File: config.mk
export PLATFORM = sky130hd
export DESIGN_NAME = dmem_arbiter
export DESIGN_NICKNAME = d
export VERILOG_FILES = /design/src/rtl/dmem_arbiter.sv
export SDC_FILE = /design/constraint.sdc
export NUM_CORES = 1
export LEC_CHECK = 0
export ABC_AREA = 1
export CAP_MARGIN = 20
export CORE_MARGIN = 5
export CORE_UTILIZATION = 32
export CTS_CLUSTER_DIAMETER = 80
export DETAILED_ROUTE_END_ITERATION = 10
export GPL_TIMING_DRIVEN = 1
export PLACE_DENSITY_LB_ADDON = 0.05
export SYNTH_ARGS = -nofsm -noshare
export SYNTH_HDL_FRONTEND = slang
export SYNTH_SLANG_ARGS = --single-unit
File: constraint.sdc
create_clock -name clk -period 2.8 [get_ports clk]
set_input_delay 0.84 -clock clk [delete_from_list [all_inputs] [get_ports clk]]
set_output_delay 0.84 -clock clk [all_outputs]
set_load 0.02 [all_outputs]
File: src/rtl/dmem_arbiter.sv
// Two-master arbiter/sequencer for the single data-memory port (core load/store and loader).
// Optional ack watchdog enabled by defining DMEM_ARB_TIMEOUT_EN.
//
//  state | meaning
//  IDLE  | no transaction; grant the next requester and latch its command
//  BUSY  | mem_req held from latched command, waiting for mem_ack (or watchdog)
//  RESP  | one-cycle done pulse to the owner with captured read data
module dmem_arbiter #(
    parameter int ADDR_WIDTH = 9,
    parameter int DATA_WIDTH = 32,
    parameter int FIXED_PRIO = 0,
    parameter int TIMEOUT    = 16
) (
    input  logic                  clk,
    input  logic                  rst,
    input  logic                  m0_req,
    input  logic                  m0_we,
    input  logic [ADDR_WIDTH-1:0] m0_addr,
    input  logic [DATA_WIDTH-1:0] m0_wdata,
    output logic                  m0_done,
    output logic [DATA_WIDTH-1:0] m0_rdata,
    input  logic                  m1_req,
    input  logic                  m1_we,
    input  logic [ADDR_WIDTH-1:0] m1_addr,
    input  logic [DATA_WIDTH-1:0] m1_wdata,
    output logic                  m1_done,
    output logic [DATA_WIDTH-1:0] m1_rdata,
    output logic                  mem_req,
    output logic                  mem_we,
    output logic [ADDR_WIDTH-1:0] mem_addr,
    output logic [DATA_WIDTH-1:0] mem_wdata,
    input  logic                  mem_ack,
    input  logic [DATA_WIDTH-1:0] mem_rdata,
    output logic                  busy,
    output logic                  owner,
    output logic                  err
);

    typedef enum logic [1:0] {IDLE, BUSY, RESP} state_t;

    state_t                state;
    logic                  last;
    logic                  grant_m1;
    logic                  tmo_hit;
    logic [DATA_WIDTH-1:0] resp_data;

    // On a tie, round-robin hands the port to whichever master was not served last.
    always_comb begin
        grant_m1 = 1'b0;
        if (m0_req && m1_req) begin
            grant_m1 = (FIXED_PRIO != 0) ? 1'b0 : ~last;
        end else begin
            grant_m1 = m1_req;
        end
    end

    assign resp_data = (mem_ack && !mem_we) ? mem_rdata : '0;

`ifdef DMEM_ARB_TIMEOUT_EN
    localparam int CW = $clog2(TIMEOUT + 1);

    logic [CW-1:0] tmo_cnt;

    // Hit on the TIMEOUT-th BUSY cycle, so RESP follows exactly TIMEOUT BUSY cycles.
    assign tmo_hit = (state == BUSY) && !mem_ack && (tmo_cnt == CW'(TIMEOUT - 1));

    always_ff @(posedge clk) begin
        if (!rst) begin
            tmo_cnt <= '0;
            err     <= 1'b0;
        end else begin
            if (state == BUSY && !mem_ack) begin
                tmo_cnt <= tmo_cnt + CW'(1);
            end else begin
                tmo_cnt <= '0;
            end
            if (tmo_hit) begin
                err <= 1'b1;
            end
        end
    end
`else
    // No watchdog: BUSY waits for mem_ack forever; TIMEOUT only matters in the other build.
    assign tmo_hit = 1'b0 & (TIMEOUT > 0);
    assign err     = 1'b0;
`endif

    always_ff @(posedge clk) begin
        if (!rst) begin
            state     <= IDLE;
            last      <= 1'b1;
            owner     <= 1'b0;
            busy      <= 1'b0;
            mem_req   <= 1'b0;
            mem_we    <= 1'b0;
            mem_addr  <= '0;
            mem_wdata <= '0;
            m0_done   <= 1'b0;
            m1_done   <= 1'b0;
            m0_rdata  <= '0;
            m1_rdata  <= '0;
        end else begin
            case (state)
                IDLE: begin
                    if (m0_req || m1_req) begin
                        owner     <= grant_m1;
                        mem_we    <= grant_m1 ? m1_we    : m0_we;
                        mem_addr  <= grant_m1 ? m1_addr  : m0_addr;
                        mem_wdata <= grant_m1 ? m1_wdata : m0_wdata;
                        mem_req   <= 1'b1;
                        busy      <= 1'b1;
                        state     <= BUSY;
                    end
                end
                BUSY: begin
                    if (mem_ack || tmo_hit) begin
                        mem_req  <= 1'b0;
                        last     <= owner;
                        m0_done  <= ~owner;
                        m1_done  <= owner;
                        m0_rdata <= owner ? '0 : resp_data;
                        m1_rdata <= owner ? resp_data : '0;
                        state    <= RESP;
                    end
                end
                RESP: begin
                    m0_done  <= 1'b0;
                    m1_done  <= 1'b0;
                    m0_rdata <= '0;
                    m1_rdata <= '0;
                    busy     <= 1'b0;
                    state    <= IDLE;
                end
                default: begin
                    state <= IDLE;
                end
            endcase
        end
    end

endmodule

==> impl_results.md, run 1 <==
- H-Tree Level Count: 4
- Crit-path max FO: 4
- P&R area growth vs syn: 60.2%
- Total iterations of the first detailed-routing run: 4
- Latest clock arrival within the worst-skew pair: 0.41 ns
- Critical path launch point type: flip-flop
- Clock tree from TritonCTS: yes
- Final period util: ~85%
- Initial core utilization: 32.3%
- Slew HR: a little under 50%
- Number of distinct library cells after synthesis: 20
- Final routed wire length divided by cell count: 13.4 um
- Overall via count from detail_route: 5,310
- Family with the most delay on the worst path: buffers and inverters
- Boundary Pins: 233
- Vias per std cell: approximately 4.5
- Run status: finished clean
- DRC: 0
- Number of buffers on the longest clock path: 2
- Setup repair after global routing missed its margin: no
- Power Density: around 600 mW/mm^2
- Number of failing hold endpoints at the final stage: 0
- Routability cong.: between 0.8 and 0.9
- Flop and latch count out of synthesis: approximately 110
- Aggregate routed wire length: between 15,000 and 20,000 um
- Net count reported at finish: around 1,100
- Reg clk slew, reported paths: 0.05 ns
- Antenna cells: 0
- Share of layout cells above drive strength 1: 5.23%
- Core region area: 0.0157 mm^2
- Std-Cell Rows: 46
- Final slew viol count: 0
- Net count after synthesis: just under 900
- Total setup buffers inserted after CTS: 0
- HPWL after detailed placement: 11,400 um
- Crit path cell chain: clkdlybuf4s50_1
- Maximum vdd drop: 0.358 mV
- Kind of capture point of the worst setup path: output port
- Clk root buf: sky130_fd_sc_hd__clkbuf_16
- Number of antenna violations at the first check in global routing: 0
- Clock sink count: about 110
- Buf/Inv on CP: 1
- Max stage delay on crit path: approximately 0.70 ns
- Largest net degree at the start of global routing: 69
- Number of maximum-capacitance constraint violations: 0
- Cells after Synth: 754
- Die width: around 140 um
- Count of hold buffers inserted by post-cts repair: 0
- DRT antenna net count: 0
- Leakage: 3.43 nW
- Clock Skew: 0.00657 ns
- Logic depth of the worst path, buffers included: 1
- Hold path depth: 2
- Resized Gates After CTS: 0
- Via count of the first global-routing pass: 5,296
- Die H: 136 um
- Count of port buffers added during placement: 231
- Residual overflow from global routing: 0
- Number of warning messages in the yosys log: 0
- Min-delay worst type: reg -> reg
- Least-Margin Pin Slew: 0.760 ns
- Critical path arrival: 1.54 ns
- Gr usage total: 17.4%
- Crit Reg-Reg Startpoint: state[0]$_SDFFE_PN0P_
- Post-layout total power: 4.92 mW
- R2R cell count: 5
- First-pass GRT wire length: 25,700 um
- Required @ worst endpoint: 1.96 ns
- R2r endpoint: m1_rdata[3]$_SDFFE_PN0P_
- Accumulated negative setup slack: 0 ns
- Post-synthesis area per instance: 6.70 um^2
- Origin of the worst min-delay path: mem_req$_SDFFE_PN0P_
- Cell area after synthesis: 0.00505 mm^2
- Num CTS Buffers: 17
- Iter 0 DRT Violations: 222
- Total die area: about 0.018 mm^2
- Worst setup path class: reg -> out
- Number of setup violations in the final report: 0
- Max Clock Freq: approximately 0.42 GHz
- Slowest CP cell: sky130_fd_sc_hd__clkdlybuf4s50_1
- Post-synthesis sequential area ratio: between 40 and 50%
- Worst reg-to-reg setup slack: 1.13 ns
- Endpoint, Worst Hold: mem_req$_SDFFE_PN0P_
- Fin crit period: 2.38 ns
-- registers in the layout, indices dropped and copies added, names as in the netlist --
| signal | cells |
|---|---|
| m0_rdata | 32 |
| m1_rdata | 32 |
| mem_wdata | 32 |
| mem_addr | 9 |
| state | 2 |
| busy | 1 |
| last | 1 |
| m0_done | 1 |
| m1_done | 1 |
| mem_req | 1 |
| mem_we | 1 |
| owner | 1 |
-- cells in the mapped netlist (all sizes together) --
| master | count | area (um^2) |
|---|---|---|
| clkbuf | 19 | 72.6 |
| conb | 1 | 3.75 |
| nand3 | 68 | 353 |
| nor2 | 164 | 638 |
| inv | 83 | 312 |
| buf | 35 | 229 |
| nand2 | 156 | 588 |
| dfxtp | 114 | 2280 |
| and2 | 1 | 6.26 |
| o21ai | 43 | 215 |
| a21oi | 70 | 350 |
-- final cells by class --
cell class	instances	area [um^2]
Inverter	83	312
Fill cell	1556	7570
Tap cell	216	270
Timing Repair Buffer	244	2450
Multi-Input combinational cell	503	2160
Clock inverter	10	156
Sequential cell	114	2280
Clock buffer	22	464
-- worst max-delay path by stage --
stage | from | end | slack (ns)
2_1_floorplan | m1_req | owner$_SDFFE_PN0P_ | 1.18
3_3_place_gp | mem_ack | m0_rdata[25]$_SDFFE_PN0P_ | 0.32
3_5_place_dp | mem_ack | m1_rdata[3]$_SDFFE_PN0P_ | 0.26
4_1_cts | owner$_SDFFE_PN0P_ | owner | 0.36
5_1_grt | owner$_SDFFE_PN0P_ | owner | 0.35
6_report | owner$_SDFFE_PN0P_ | owner | 0.42
-- per-stage QoR --
step           worst slack [ns]  std cells  utilization, %  hold slack (ns)  cell area (um^2)
2_1_floorplan              1.18        754               -            0.432              5050
3_3_place_gp              0.323       1160            47.7            0.458              7470
3_5_place_dp              0.259       1160            47.7            0.462              7470
4_1_cts                   0.364       1192            51.7            0.468              8090
5_1_grt                   0.346       1192            51.7            0.479              8090
6_report                  0.417       1192            51.7            0.465              8090
-- metal layers --
layer	share of wire, %	track usage, %	wire [um]	vias to the layer above
met5	0	0	0	-
met4	3.1	7.84	490	0
met3	9.6	7.73	1530	36
met2	47	28.6	7510	174
met1	40	19.4	6470	2348
li1	-	-	-	2752
-- power by group --
part | total, mW | internal (mW) | switching [mW]
combinational | 0.885 | 0.417 | 0.468
sequential | 1.77 | 1.72 | 0.0501
clock | 2.26 | 1.53 | 0.734
-- layout by cell type, fill, tap and decap left out, types with 7 or more instances in the layout --
master                              n
sky130_fd_sc_hd__clkdlybuf4s50_1  231
sky130_fd_sc_hd__nor2_1           161
sky130_fd_sc_hd__nand2_1          154
sky130_fd_sc_hd__dfxtp_1          114
sky130_fd_sc_hd__inv_1             80
sky130_fd_sc_hd__a21oi_1           70
sky130_fd_sc_hd__nand3_1           67
sky130_fd_sc_hd__o21ai_0           36
sky130_fd_sc_hd__clkbuf_16         17
sky130_fd_sc_hd__buf_4             10
sky130_fd_sc_hd__o21ai_1            7
-- logic make-up (layout without fill, tap and decap cells) --
| family | Yosys count | count (layout) | synth area share (%) |
|---|---|---|---|
| AOI/OAI and AO/OA | 113 | 113 | 11.2 |
| buffers and inverters | 137 | 359 | 12.1 |
| DFF | 114 | 114 | 45.2 |
| other | 1 | 1 | 0.0743 |
| and+or+nand+nor | 389 | 389 | 31.4 |
No activity file was read; power rests on OpenSTA's default activity.
==> run 2: changes to the inputs <==
DONT_BUFFER_PORTS = 1   (was default)
==> impl_results.md, run 2 (synthesis gave the netlist of run 1 again) <==
- Logic depth of the worst path, buffers included: 0 (was 1)
- Die H: 136 um (unchanged)
- Routability cong.: 0.796 (was 0.843)
- Critical path launch point type: flip-flop (unchanged)
- Count of port buffers added during placement: 0 (was 231)
- Kind of capture point of the worst setup path: output port (unchanged)
- Gr usage total: 15.6% (was 17.4%)
- Maximum vdd drop: 0.403 mV (was 0.358 mV)
- Latest clock arrival within the worst-skew pair: 0.40 ns (was 0.41 ns)
- Vias per std cell: 4.69 (was 4.45)
- Residual overflow from global routing: 0 (unchanged)
- R2R cell count: 7 (was 5)
- Std-Cell Rows: 46 (unchanged)
- Slew HR: 50.6% (was 49.3%)
- Initial core utilization: 32.3% (unchanged)
- First-pass GRT wire length: 22,500 um (was 25,700 um)
- Final routed wire length divided by cell count: 15.4 um (was 13.4 um)
- Leakage: 2.58 nW (was 3.43 nW)
- Final slew viol count: 0 (unchanged)
- Boundary Pins: 233 (unchanged)
- R2r endpoint: mem_addr[5]$_SDFFE_PN0P_ (was m1_rdata[3]$_SDFFE_PN0P_)
- Max Clock Freq: 0.551 GHz (was 0.420 GHz)
- Clock sink count: 114 (unchanged)
- Clock tree from TritonCTS: yes (unchanged)
- Clock Skew: 0.00953 ns (was 0.00657 ns)
- Clk root buf: sky130_fd_sc_hd__clkbuf_16 (unchanged)
- Setup crit end: owner (unchanged)
- Resized Gates After CTS: 0 (unchanged)
- Number of maximum-capacitance constraint violations: 0 (unchanged)
- Net count reported at finish: 850 (was 1,084)
- Critical path arrival: 0.98 ns (was 1.54 ns)
- DRC: 0 (unchanged)
- Post-layout total power: 4.77 mW (was 4.92 mW)
- Hold path depth: 2 (unchanged)
- Final period util: 64.8% (was 85.1%)
- Largest net degree at the start of global routing: 72 (was 69)
- Crit Reg-Reg Startpoint: state[0]$_SDFFE_PN0P_ (unchanged)
- Worst reg-to-reg setup slack: 1.10 ns (was 1.13 ns)
- Total iterations of the first detailed-routing run: 4 (unchanged)
- P&R area growth vs syn: 15.0% (was 60.2%)
- Total setup buffers inserted after CTS: 0 (unchanged)
- Antenna cells: 0 (unchanged)
- Final hold slack: 0.544 ns (was 0.465 ns)
- Post-route non-filler standard cell count: 958 (was 1,192)
- Count of hold buffers inserted by post-cts repair: 0 (unchanged)
- Num CTS Buffers: 17 (unchanged)
- Most frequent standard cell in the layout excluding fill and tap cells: sky130_fd_sc_hd__nor2_1 (was sky130_fd_sc_hd__clkdlybuf4s50_1)
- Crit path from: owner$_SDFFE_PN0P_ (unchanged)
- Setup repair after global routing missed its margin: no (unchanged)
- Count of fill cells added during filler insertion: 1,738 (was 1,556)
- Number of buffers on the longest clock path: 2 (unchanged)
- Run status: finished clean (unchanged)
- Overall via count from detail_route: 4,490 (was 5,310)
- Total die area: 0.0184 mm^2 (unchanged)
- Worst setup path class: reg -> out (unchanged)
- Iter 0 DRT Violations: 214 (was 222)
- Most frequent cells in the layout: sky130_fd_sc_hd__nor2_1 (161), sky130_fd_sc_hd__nand2_1 (154), sky130_fd_sc_hd__dfxtp_1 (114) (was sky130_fd_sc_hd__clkdlybuf4s50_1 (231), sky130_fd_sc_hd__nor2_1 (161), sky130_fd_sc_hd__nand2_1 (154))
- Share of layout cells above drive strength 1: 6.87% (was 5.23%)
- Via count of the first global-routing pass: 4,288 (was 5,296)
- Reg clk slew, reported paths: 0.06 ns (was 0.05 ns)
- HPWL after detailed placement: 9930 um (was 11,400 um)
- Number of setup violations in the final report: 0 (unchanged)
- Largest regs: m0_rdata x32, m1_rdata x32, mem_wdata x32 (unchanged)
- Number of antenna violations at the first check in global routing: 0 (unchanged)
- Least-Margin Pin Slew: 0.741 ns (was 0.760 ns)
- Aggregate routed wire length: 14,800 um (was 16,000 um)
- Number of failing hold endpoints at the final stage: 0 (unchanged)
- Core region area: 0.0157 mm^2 (unchanged)
- Total placed cells including tap cells: 926 (was 1,160)
- H-Tree Level Count: 4 (unchanged)
- Fin crit period: 1.82 ns (was 2.38 ns)
- Die width: 136 um (unchanged)
- DRT antenna net count: 0 (unchanged)
- Required @ worst endpoint: 1.96 ns (about the same)
- Power Density: 821 mW/mm^2 (was 608 mW/mm^2)
- Min-delay worst type: reg -> reg (unchanged)
- Crit-path max FO: 4 (unchanged)
- Accumulated negative setup slack: 0 ns (unchanged)
-- run 2: changes by cell type in the layout (fill, tap and decap cells not counted) --
cell                              change
sky130_fd_sc_hd__clkbuf_8             -1
sky130_fd_sc_hd__bufinv_16            +2
sky130_fd_sc_hd__buf_4                -3
sky130_fd_sc_hd__clkdlybuf4s50_1    -231
sky130_fd_sc_hd__clkbuf_1             -3
sky130_fd_sc_hd__clkinv_4             +1
sky130_fd_sc_hd__inv_6                +1
-- run 2: worst min path at each step --
stage,slack [ns],end,from
finish,0.54,state[0]$_SDFFE_PN0P_,state[0]$_SDFFE_PN0P_
detailed placement,0.55,state[0]$_SDFFE_PN0P_,state[0]$_SDFFE_PN0P_
global route,0.55,mem_wdata[14]$_SDFFE_PN0P_,rst
global placement,0.54,state[0]$_SDFFE_PN0P_,state[0]$_SDFFE_PN0P_
CTS,0.54,mem_addr[8]$_SDFFE_PN0P_,rst
floorplan,0.43,last$_SDFFE_PN1P_,last$_SDFFE_PN1P_
-- run 2: metal layers --
| layer | wire (um) | global-route usage (%) | vias up | share of wire, % |
|---|---|---|---|---|
| met2 | 6900 | 24.4 | 168 | 47 |
| met5 | 0 | 0 | - | 0 |
| met4 | 276 | 5.82 | 0 | 1.9 |
| li1 | - | - | 2283 | - |
| met3 | 1480 | 7.39 | 21 | 10 |
| met1 | 6120 | 18.5 | 2018 | 41 |
-- run 2: metrics by stage --
stage	instance area, um^2	utilization [%]	setup WS (ns)
global placement	5130	32.8	0.747
detailed placement	5130	32.8	0.700
global route	5810	37.1	0.889
finish	5810	37.1	0.984
CTS	5810	37.1	0.939
floorplan	5050	-	1.18
-- run 2: cell type report --
type | instances | area [um^2] | share of cell area (%)
clock buffer | 18 | 439 | 7.56
sequential | 114 | 2280 | 39.3
inverter | 83 | 312 | 5.37
timing repair buffer | 10 | 113 | 1.94
multi-input combinational | 503 | 2160 | 37.1
tap | 216 | 270 | 4.65
clock inverter | 14 | 234 | 4.03
-- run 2: where the power goes --
group | leakage (nW) | internal, mW | switching [mW]
sequential | 0.931 | 1.72 | 0.185
clock | 0.330 | 1.69 | 0.767
combinational | 1.32 | 0.130 | 0.279
-- run 2: tightest hold or removal path, stage by stage, from the launching register on --
cell                      delay (ns)
sky130_fd_sc_hd__dfxtp_1        0.34
sky130_fd_sc_hd__nand3_1        0.09
sky130_fd_sc_hd__a21oi_1        0.06
